## src/rtl/pl_reg_stage.sv

```systemverilog
// pl_reg_stage: flow-controlled pipeline register with valid/ready handshake,
// synchronous flush and an optional two-entry skid buffer.
module pl_reg_stage #(
   parameter int WIDTH          = 32,
   parameter bit SKID           = 1'b1,
   parameter bit CLEAR_ON_FLUSH = 1'b1
) (
   input  logic             clk,
   input  logic             rst_n,
   input  logic             in_valid,
   output logic             in_ready,
   input  logic [WIDTH-1:0] in_data,
   input  logic             flush,
   output logic             out_valid,
   input  logic             out_ready,
   output logic [WIDTH-1:0] out_data,
   output logic [1:0]       count
);
   typedef enum logic [1:0] {EMPTY, ONE, FULL} state_t;
   state_t state, state_n;
   logic [WIDTH-1:0] main_d, skid_d, main_n, skid_n;
   logic ready_q, main_v, skid_v, push, pop;
   assign main_v    = state != EMPTY;
   assign skid_v    = state == FULL;
   assign in_ready  = SKID ? ready_q : (!main_v || out_ready);
   assign push      = in_valid && in_ready;
   assign pop       = main_v && out_ready;
   assign out_valid = main_v;
   assign out_data  = main_d;
   assign count     = {1'b0, main_v} + {1'b0, skid_v};
   // FULL is only reachable with SKID=1: in SKID=0 a push into a held entry implies a pop
   always_comb begin
      state_n = state;
      main_n  = main_d;
      skid_n  = skid_d;
      if (flush) begin
         state_n = EMPTY;
         if (CLEAR_ON_FLUSH) begin
            main_n = '0;
            skid_n = '0;
         end
      end else if (state == FULL) begin
         if (pop) begin
            state_n = ONE;
            main_n  = skid_d;
         end
      end else if (SKID && push && main_v && !pop) begin
         state_n = FULL;
         skid_n  = in_data;
      end else if (push) begin
         state_n = ONE;
         main_n  = in_data;
      end else if (pop) begin
         state_n = EMPTY;
      end
   end
   always_ff @(posedge clk or negedge rst_n) begin
      if (!rst_n) begin
         state   <= EMPTY;
         main_d  <= '0;
         skid_d  <= '0;
         ready_q <= 1'b1;
      end else begin
         state   <= state_n;
         main_d  <= main_n;
         skid_d  <= skid_n;
         ready_q <= state_n != FULL;
      end
   end
endmodule

```

## config.mk

```make
export PLATFORM = sky130hd
export DESIGN_NAME = pl_reg_stage
export DESIGN_NICKNAME = d
export VERILOG_FILES = /design/src/rtl/pl_reg_stage.sv
export SDC_FILE = /design/constraint.sdc
export NUM_CORES = 1
export LEC_CHECK = 0
export CORE_UTILIZATION = 40
export CTS_CLUSTER_SIZE = 12
export DETAILED_ROUTE_END_ITERATION = 8
export PLACE_DENSITY = 0.63
export SYNTH_ARGS = -nofsm -noshare
export SYNTH_HDL_FRONTEND = slang
export SYNTH_SLANG_ARGS = --single-unit
```

## constraint.sdc

```tcl
create_clock -name clk -period 3.1 [get_ports clk]
set_input_delay 0.62 -clock clk [delete_from_list [all_inputs] [get_ports clk]]
set_output_delay 0.62 -clock clk [all_outputs]
set_load 0.01 [all_outputs]
```

# == After elaboration in Yosys (flattened, before gate mapping) ==
# Cells that the tools add are included.
# word_totals
reg_bits,67
inputBits,37
output_inout_bits,36
elab_cells,34
# op_classes
n_addsub,1
eq_ne,5
muxes,14
reduce_logical,10
# op_table
cell,count
32-bit 2-to-1 mux,8
2-bit 2-to-1 mux,6
1-bit logical AND,4
"2-bit != test, second input constant",2
2-bit nonzero test,2
"3-bit by 2-bit != test with 1-bit output, second input constant",1
"3-bit != test, second input constant",1
3-bit AND reduction,1
3-bit nonzero test,1
1-bit by 1-bit adder with 2-bit output,1
"2-bit equality test, second input constant",1
2-bit AND reduction,1
1-bit logical NOT,1

# == Longest topological paths before layout ==
# Gate-level depths: netlist of run 1.
# depth
depth_word,8
ltp_mapped,5

# == Worst setup path before layout of run 1 ==
# No wires, ideal clock.
# synth_path
path_type,reg2out
from,register state[0]
to,output out_valid
arrival_ns,1.029
slack_ns,1.451
path_stages_with_launch,4
cell_sequence,dfrtp_1 -> buf_2 -> clkbuf_1 -> or2_2
# synth_via
elab_chain_len,1
# synth_rtl
element,line_no,rtl
from (decl),20,"state_t state, state_n;"
from (signal assigned),64,state <= state_n;
2-bit nonzero test,23,assign main_v = state != EMPTY;
to (decl),14,"output logic out_valid,"
# No other way between the ends.

# == Final worst setup path of run 1 ==
# layout_path
from,input out_ready
to,register skid_d[25]
# layout_via
elab_chain_len,5
# layout_rtl
element,line_no,rtl
from (decl),15,"input logic out_ready,"
1-bit logical AND,27,assign pop = main_v && out_ready;
1-bit logical NOT,47,end else if (SKID && push && main_v && !pop) begin
1-bit logical AND,47,
2-bit nonzero test (no line),-,
2-bit AND reduction (no line),-,
to (signal assigned),66,skid_d <= skid_n;
to (decl),21,"logic [WIDTH-1:0] main_d, skid_d, main_n, skid_n;"
# No other way between the ends.
# A chain may end at the register's enable or synchronous reset.

==> out/results.ini, run 1 <==
[outcome]
status = complete, no violations

[timing]
fin_worst_skew_ns = 0.008925
relSlewSlack_pct = 20.17
max_freq_mhz = 409.5
slew_violations = 0
post-route-period-util_pct = 78.78
fin_setup_tns_ns = 0
min_period_ns = 2.442
worstMarginPinSlew_ns = 1.198
timing_hold_violations_final = 0
timing.hold.ws_ns = 0.4728
setup_viol = 0
rsz0062_at_grt = false

[logic_synthesis]
synthCells = 277
syn_nets = 314
syn_avg_cell_area_um2 = 11.67
synth_compound_area_share_pct = 15.60
synth_mux_area_share_pct = 10.53
synthAdderAreaFrac_pct = 0
synthSimpleGateAreaFrac_pct = 12.93
ys_types = 24
yosys_register_bits = 67
netlist_area_um2 = 3232
yosys_warnings = 0
synth_top_family_by_area = compound AO/OA/AOI/OAI gates
synthXorXnorAreaFrac_pct = 0
ys_seq_area_share_pct = 51.92

[placed_design]
portBuffers = 72
gp_congestion = 0.7232
dpl_cell_area_um2 = 3994
placed_cells = 433
hpwl_mm = 4.345

[detailed_routing]
drt-pass1-iter-count = 4
wire_per_inst_um = 16.92
drc_errors = 0
totalWireLength_mm = 7.597
drt_iter0_markers = 100
via_per_inst = 5.494
antenna_left = 0
vias = 2467

[cts]
clock_tree.root_cell = clkbuf_8
hold_buffers = 0
postCtsResizedCells = 0
post_cts_buffers = 0
clk_pin_slew_ns = 0.07
clk_latency_ns = 0.34
clock-sinks = 67
cts_buffers = 9
cts_max_path_buffers = 2
htreeDepth = 3
cts_tree = done

[cells_and_area]
layout.nets = 379
n_antenna_cell = 0
fill_cells = 694
postLayoutCellArea_um2 = 4167
mostFrequentLayoutCells = clkdlybuf4s50_1 (70), dfrtp_1 (66), mux2i_1 (34), a31oi_1 (33), inv_1 (33)
drive_gt1_share_pct = 9.510
areaGrowthSynthToFinish_pct = 28.92
instances_no_fill = 449
layout_commonest_cell = clkdlybuf4s50_1

[flow_run]
max_cap_violations = 0

[global_route]
grt_pass1_wl_mm = 12.49
overflow = 0
grtUsageTotal_pct = 19.16
grt_pass1_vias = 2420
antenna_found_initial = 0
grt_max_degree = 68

[pwr]
vdd_ir_drop_max_uv = 226.5
power_density_nw_per_um2 = 471.4
p_leak_nw = 1.899
p_total_w = 0.001964

[die]
die_area_um2 = 8443
start_util_pct = 41.61
core_um2 = 7767
num_rows = 32
io-pin-count = 73
die_y_um = 91.89
die_w_um = 91.89

[setup_path]
cp-end-kind = flip-flop
crit_fanout = 30
cp-start-kind = input port
crit_type = input port to flip-flop
critPathArrivalTime_ns = 2.72
crit_required_ns = 3.38

[hold_path]
hold_path_class = input port to async pin

layer usage:
layer  wire (µm)  global-route usage, %  up-vias
li1            -                      -     1154
met1        3770                  27.40     1224
met2        3315                  27.61       82
met3         422                  4.478        7
met4          89                  8.464        0
met5           0                      0        -
critical path: stages:
cell	delay (ns)
clkdlybuf4s50_1	0.61
nand4b_1	0.23
and2_1	0.96
a22o_1	0.29
synth_stat cells (all sizes together):
library cell,number,share of area [%]
dfstp,1,0.81
clkbuf,13,1.5
buf,15,3.4
nor3,2,0.46
o2111ai,1,0.81
nand2b,1,0.19
a31oi,33,6.4
or2,1,0.19
and2,1,0.19
nand4bb,1,0.50
nor2,2,0.23
a22o,30,8.1
nand3,4,0.62
mux2i,34,11
a41oi,1,0.27
dfrtp,66,51
inv,35,4.1
nor4bb,32,9.9
nand4b,1,0.27
nand2,3,0.35
layout make-up:
type	count	area [µm²]	area share, %
Timing Repair Buffer	82	785.8	18.86
Clock buffer	14	162.7	3.904
Multi-Input combinational cell	147	1271	30.51
Sequential cell	67	1678	40.27
Inverter	35	131.4	3.153
Clock inverter	2	10.01	0.2402
Tap cell	102	127.6	3.063
state kept, by name, indices dropped and copies added, names as in the netlist:
name,count
state,2
skid_d,32
out_data,32
in_ready,1
power breakdown:
group | internal [W] | leakage, nW | total, W | switching (W)
combinational | 0.000182 | 0.915 | 0.000348 | 0.000166
sequential | 0.000927 | 0.894 | 0.000959 | 0.0000329
clock | 0.000333 | 0.0905 | 0.000657 | 0.000324
total | 0.00144 | 1.90 | 0.00196 | 0.000522
worst paths after layout:
kind	start	endpoint	slack, ns	cells past startpoint
min in group clk	skid_d[16]	skid_d[16]	0.50	1
worst max-delay path	out_ready	skid_d[25]	0.66	4
worst min-delay path	rst_n	out_data[0]	0.47	2
worst max register to register	state[0]	out_data[15]	0.88	5
max in group asynchronous	rst_n	out_data[22]	2.07	2
worst min register to register	skid_d[16]	skid_d[16]	0.50	1
stage by stage:
| stage | setup WS (ns) | util, % |
|---|---|---|
| finish | 0.6579 | 53.64 |
| global route | 0.5505 | 53.64 |
| global placement | 0.3923 | 51.42 |
| CTS | 0.6490 | 53.64 |
| floorplan | 1.451 | - |
| detailed placement | 0.3179 | 51.42 |
kinds of logic after synthesis:
group / Yosys count
AO/OA/AOI/OAI: 65
buffers and inverters: 63
flip-flops: 67
multiplexers: 34
AND/OR/NAND/NOR: 48
Power figures use the tool's default switching activity.
==> run 2, diff against run 1 <==
Clock period 3.1 ns to 2.5 ns, I/O delays scaled along.
==> run 2 against run 1 <==
Against the previous run:
- power up 36%
- first-iteration DRC count up 10%
- highest routed layer unchanged
- global-route usage up 0.52 points
- worst setup slack worse by 0.34 ns
- sequential cell count unchanged
- utilization up 1.6 points
- die area unchanged
- cell count up 1.3%
- cell area up 3.0%
- register-to-register slack worse by 0.33 ns
==> out/results.ini, run 2 (same netlist as run 1, synthesis figures left out) <==
[outcome]
status = complete, no violations  ; unchanged

[cells_and_area]
areaGrowthSynthToFinish_pct = 32.79  ; was 28.92%
drive_gt1_share_pct = 11.61  ; was 9.510%
n_antenna_cell = 0  ; unchanged
layout.nets = 385  ; was 379
mostFrequentLayoutCells = clkdlybuf4s50_1 (70), dfrtp_1 (66), mux2i_1 (34), a31oi_1 (33), inv_1 (33)  ; unchanged
layout_commonest_cell = clkdlybuf4s50_1  ; unchanged

[detailed_routing]
wire_per_inst_um = 16.67  ; was 16.92 µm
totalWireLength_mm = 7.585  ; was 7.597 mm
antenna_left = 0  ; unchanged
via_per_inst = 5.411  ; was 5.494
drc_errors = 0  ; unchanged
vias = 2462  ; was 2467
drt_iter0_markers = 110  ; was 100
drt-pass1-iter-count = 4  ; unchanged

[timing]
fin_worst_skew_ns = 0.009735  ; was 0.008925 ns
min_period_ns = 2.183
timing_hold_violations_final = 0  ; unchanged
relSlewSlack_pct = 63.46  ; was 20.17%
rsz0062_at_grt = false  ; unchanged
max_freq_mhz = 458.1
post-route-period-util_pct = 87.32
slew_violations = 0  ; unchanged
fin_setup_tns_ns = 0  ; unchanged
worstMarginPinSlew_ns = 0.5481  ; was 1.198 ns
setup_viol = 0  ; unchanged

[global_route]
grtUsageTotal_pct = 19.68  ; was 19.16%
grt_pass1_vias = 2576  ; was 2420
overflow = 0  ; unchanged
grt_pass1_wl_mm = 12.83  ; was 12.49 mm
grt_max_degree = 46  ; was 68
antenna_found_initial = 0  ; unchanged

[die]
die_y_um = 91.89  ; unchanged
num_rows = 32  ; unchanged
io-pin-count = 73  ; unchanged
start_util_pct = 41.61  ; unchanged
die_area_um2 = 8443  ; unchanged
core_um2 = 7767  ; unchanged
die_w_um = 91.89  ; unchanged

[placed_design]
portBuffers = 72  ; unchanged
gp_congestion = 0.7634  ; was 0.7232
hpwl_mm = 4.785  ; was 4.345 mm

[setup_path]
critPathLaunch = state[0]  ; was out_ready
cp-end-kind = output port  ; was flip-flop
crit_required_ns = 2.00  ; was 3.38 ns
cp-start-kind = flip-flop  ; was input port
reg2reg_to = out_data[20]  ; was out_data[15]
critPathArrivalTime_ns = 1.68  ; was 2.72 ns
regToRegStartpoint = state[0]  ; unchanged
r2r_setup_slack_ns = 0.55  ; was 0.88 ns
crit_fanout = 10  ; was 30
reg2regPathDepth = 5  ; unchanged
crit_type = flip-flop to output port  ; was input port to flip-flop

[cts]
clock_tree.root_cell = clkbuf_8  ; unchanged
clk_latency_ns = 0.34  ; about the same
htreeDepth = 3  ; unchanged
cts_buffers = 9  ; unchanged
clock-sinks = 67  ; unchanged
cts_tree = done  ; unchanged
cts_max_path_buffers = 2  ; unchanged
hold_buffers = 0  ; unchanged
clk_pin_slew_ns = 0.08  ; was 0.07 ns
postCtsResizedCells = 0  ; unchanged
post_cts_buffers = 0  ; unchanged

[pwr]
power_density_nw_per_um2 = 620.1  ; was 471.4 nW/µm²
p_leak_nw = 1.961  ; was 1.899 nW
p_sw_w = 0.0006595  ; was 0.0005221 W
vdd_ir_drop_max_uv = 307.1  ; was 226.5 µV
internal-power_w = 0.002002  ; was 0.001442 W
pwr-share-comb_pct = 16.9  ; was 17.7%
seq_power_share_pct = 44.6  ; was 48.9%
clock_power_share_pct = 38.5  ; was 33.4%
p_sw_share_pct = 24.78  ; was 26.59%
p_total_w = 0.002661  ; was 0.001964 W

[hold_path]
hold_path_class = input port to async pin  ; unchanged

[flow_run]
max_cap_violations = 0  ; unchanged

-- run 2: cell types whose count changed in the layout (fill, tap and decap cells not counted) --
| cell | delta |
|---|---|
| bufinv_16 | +2 |
| clkbuf_1 | -2 |
| clkinv_2 | -1 |
| clkinvlp_4 | +1 |
| buf_12 | +2 |
| buf_4 | +4 |
-- run 2: worst max path at each step --
stage | endpoint | slack [ns] | cells past startpoint
floorplan | out_valid | 0.97 | 3
global placement | skid_d[19] | 0.30 | 5
detailed placement | skid_d[14] | 0.26 | 5
CTS | count[1] | 0.28 | 3
global route | count[1] | 0.23 | 3
finish | count[1] | 0.32 | 3
-- run 2: layer usage --
| metal | vias to the layer above | GRT usage [%] | share of wire (%) |
|---|---|---|---|
| li1 | 1166 | - | - |
| met1 | 1215 | 27.76 | 48 |
| met2 | 75 | 29.73 | 45 |
| met3 | 6 | 3.731 | 5.7 |
| met4 | 0 | 8.073 | 0.80 |
| met5 | - | 0 | 0 |
-- run 2: layout make-up --
| type | count | area (µm²) |
|---|---|---|
| Clock buffer | 12 | 155.1 |
| Clock inverter | 4 | 72.57 |
| Fill cell | 694 | 3476 |
| Inverter | 35 | 131.4 |
| Multi-Input combinational cell | 147 | 1271 |
| Sequential cell | 67 | 1678 |
| Tap cell | 102 | 127.6 |
| Timing Repair Buffer | 88 | 855.8 |
-- run 2: critical path, stage by stage, from the launching register on --
cell,delay [ns]
dfrtp_1,0.50
nand2b_2,0.25
inv_2,0.07
clkdlybuf4s50_1,0.53
-- run 2: through the flow --
stage | area, µm² | setup slack, ns | utilization [%] | hold WS [ns] | cells
2_1_floorplan | 3232 | 0.9712 | - | 0.2044 | 277
3_3_place_gp | 4064 | 0.2955 | 52.32 | 0.4800 | 439
3_5_place_dp | 4064 | 0.2582 | 52.32 | 0.4831 | 439
4_1_cts | 4292 | 0.2756 | 55.25 | 0.1520 | 455
5_1_grt | 4292 | 0.2342 | 55.25 | 0.1765 | 455
6_report | 4292 | 0.3169 | 55.25 | 0.1407 | 455
-- run 2: power groups by stage --
stage               clock [W]  combinational, W  sequential, W
floorplan                   0          0.000189        0.00123
global placement            0          0.000451        0.00121
detailed placement          0          0.000455        0.00121
CTS                   0.00106          0.000457        0.00119
global route          0.00110          0.000490        0.00120
finish                0.00103          0.000449        0.00119
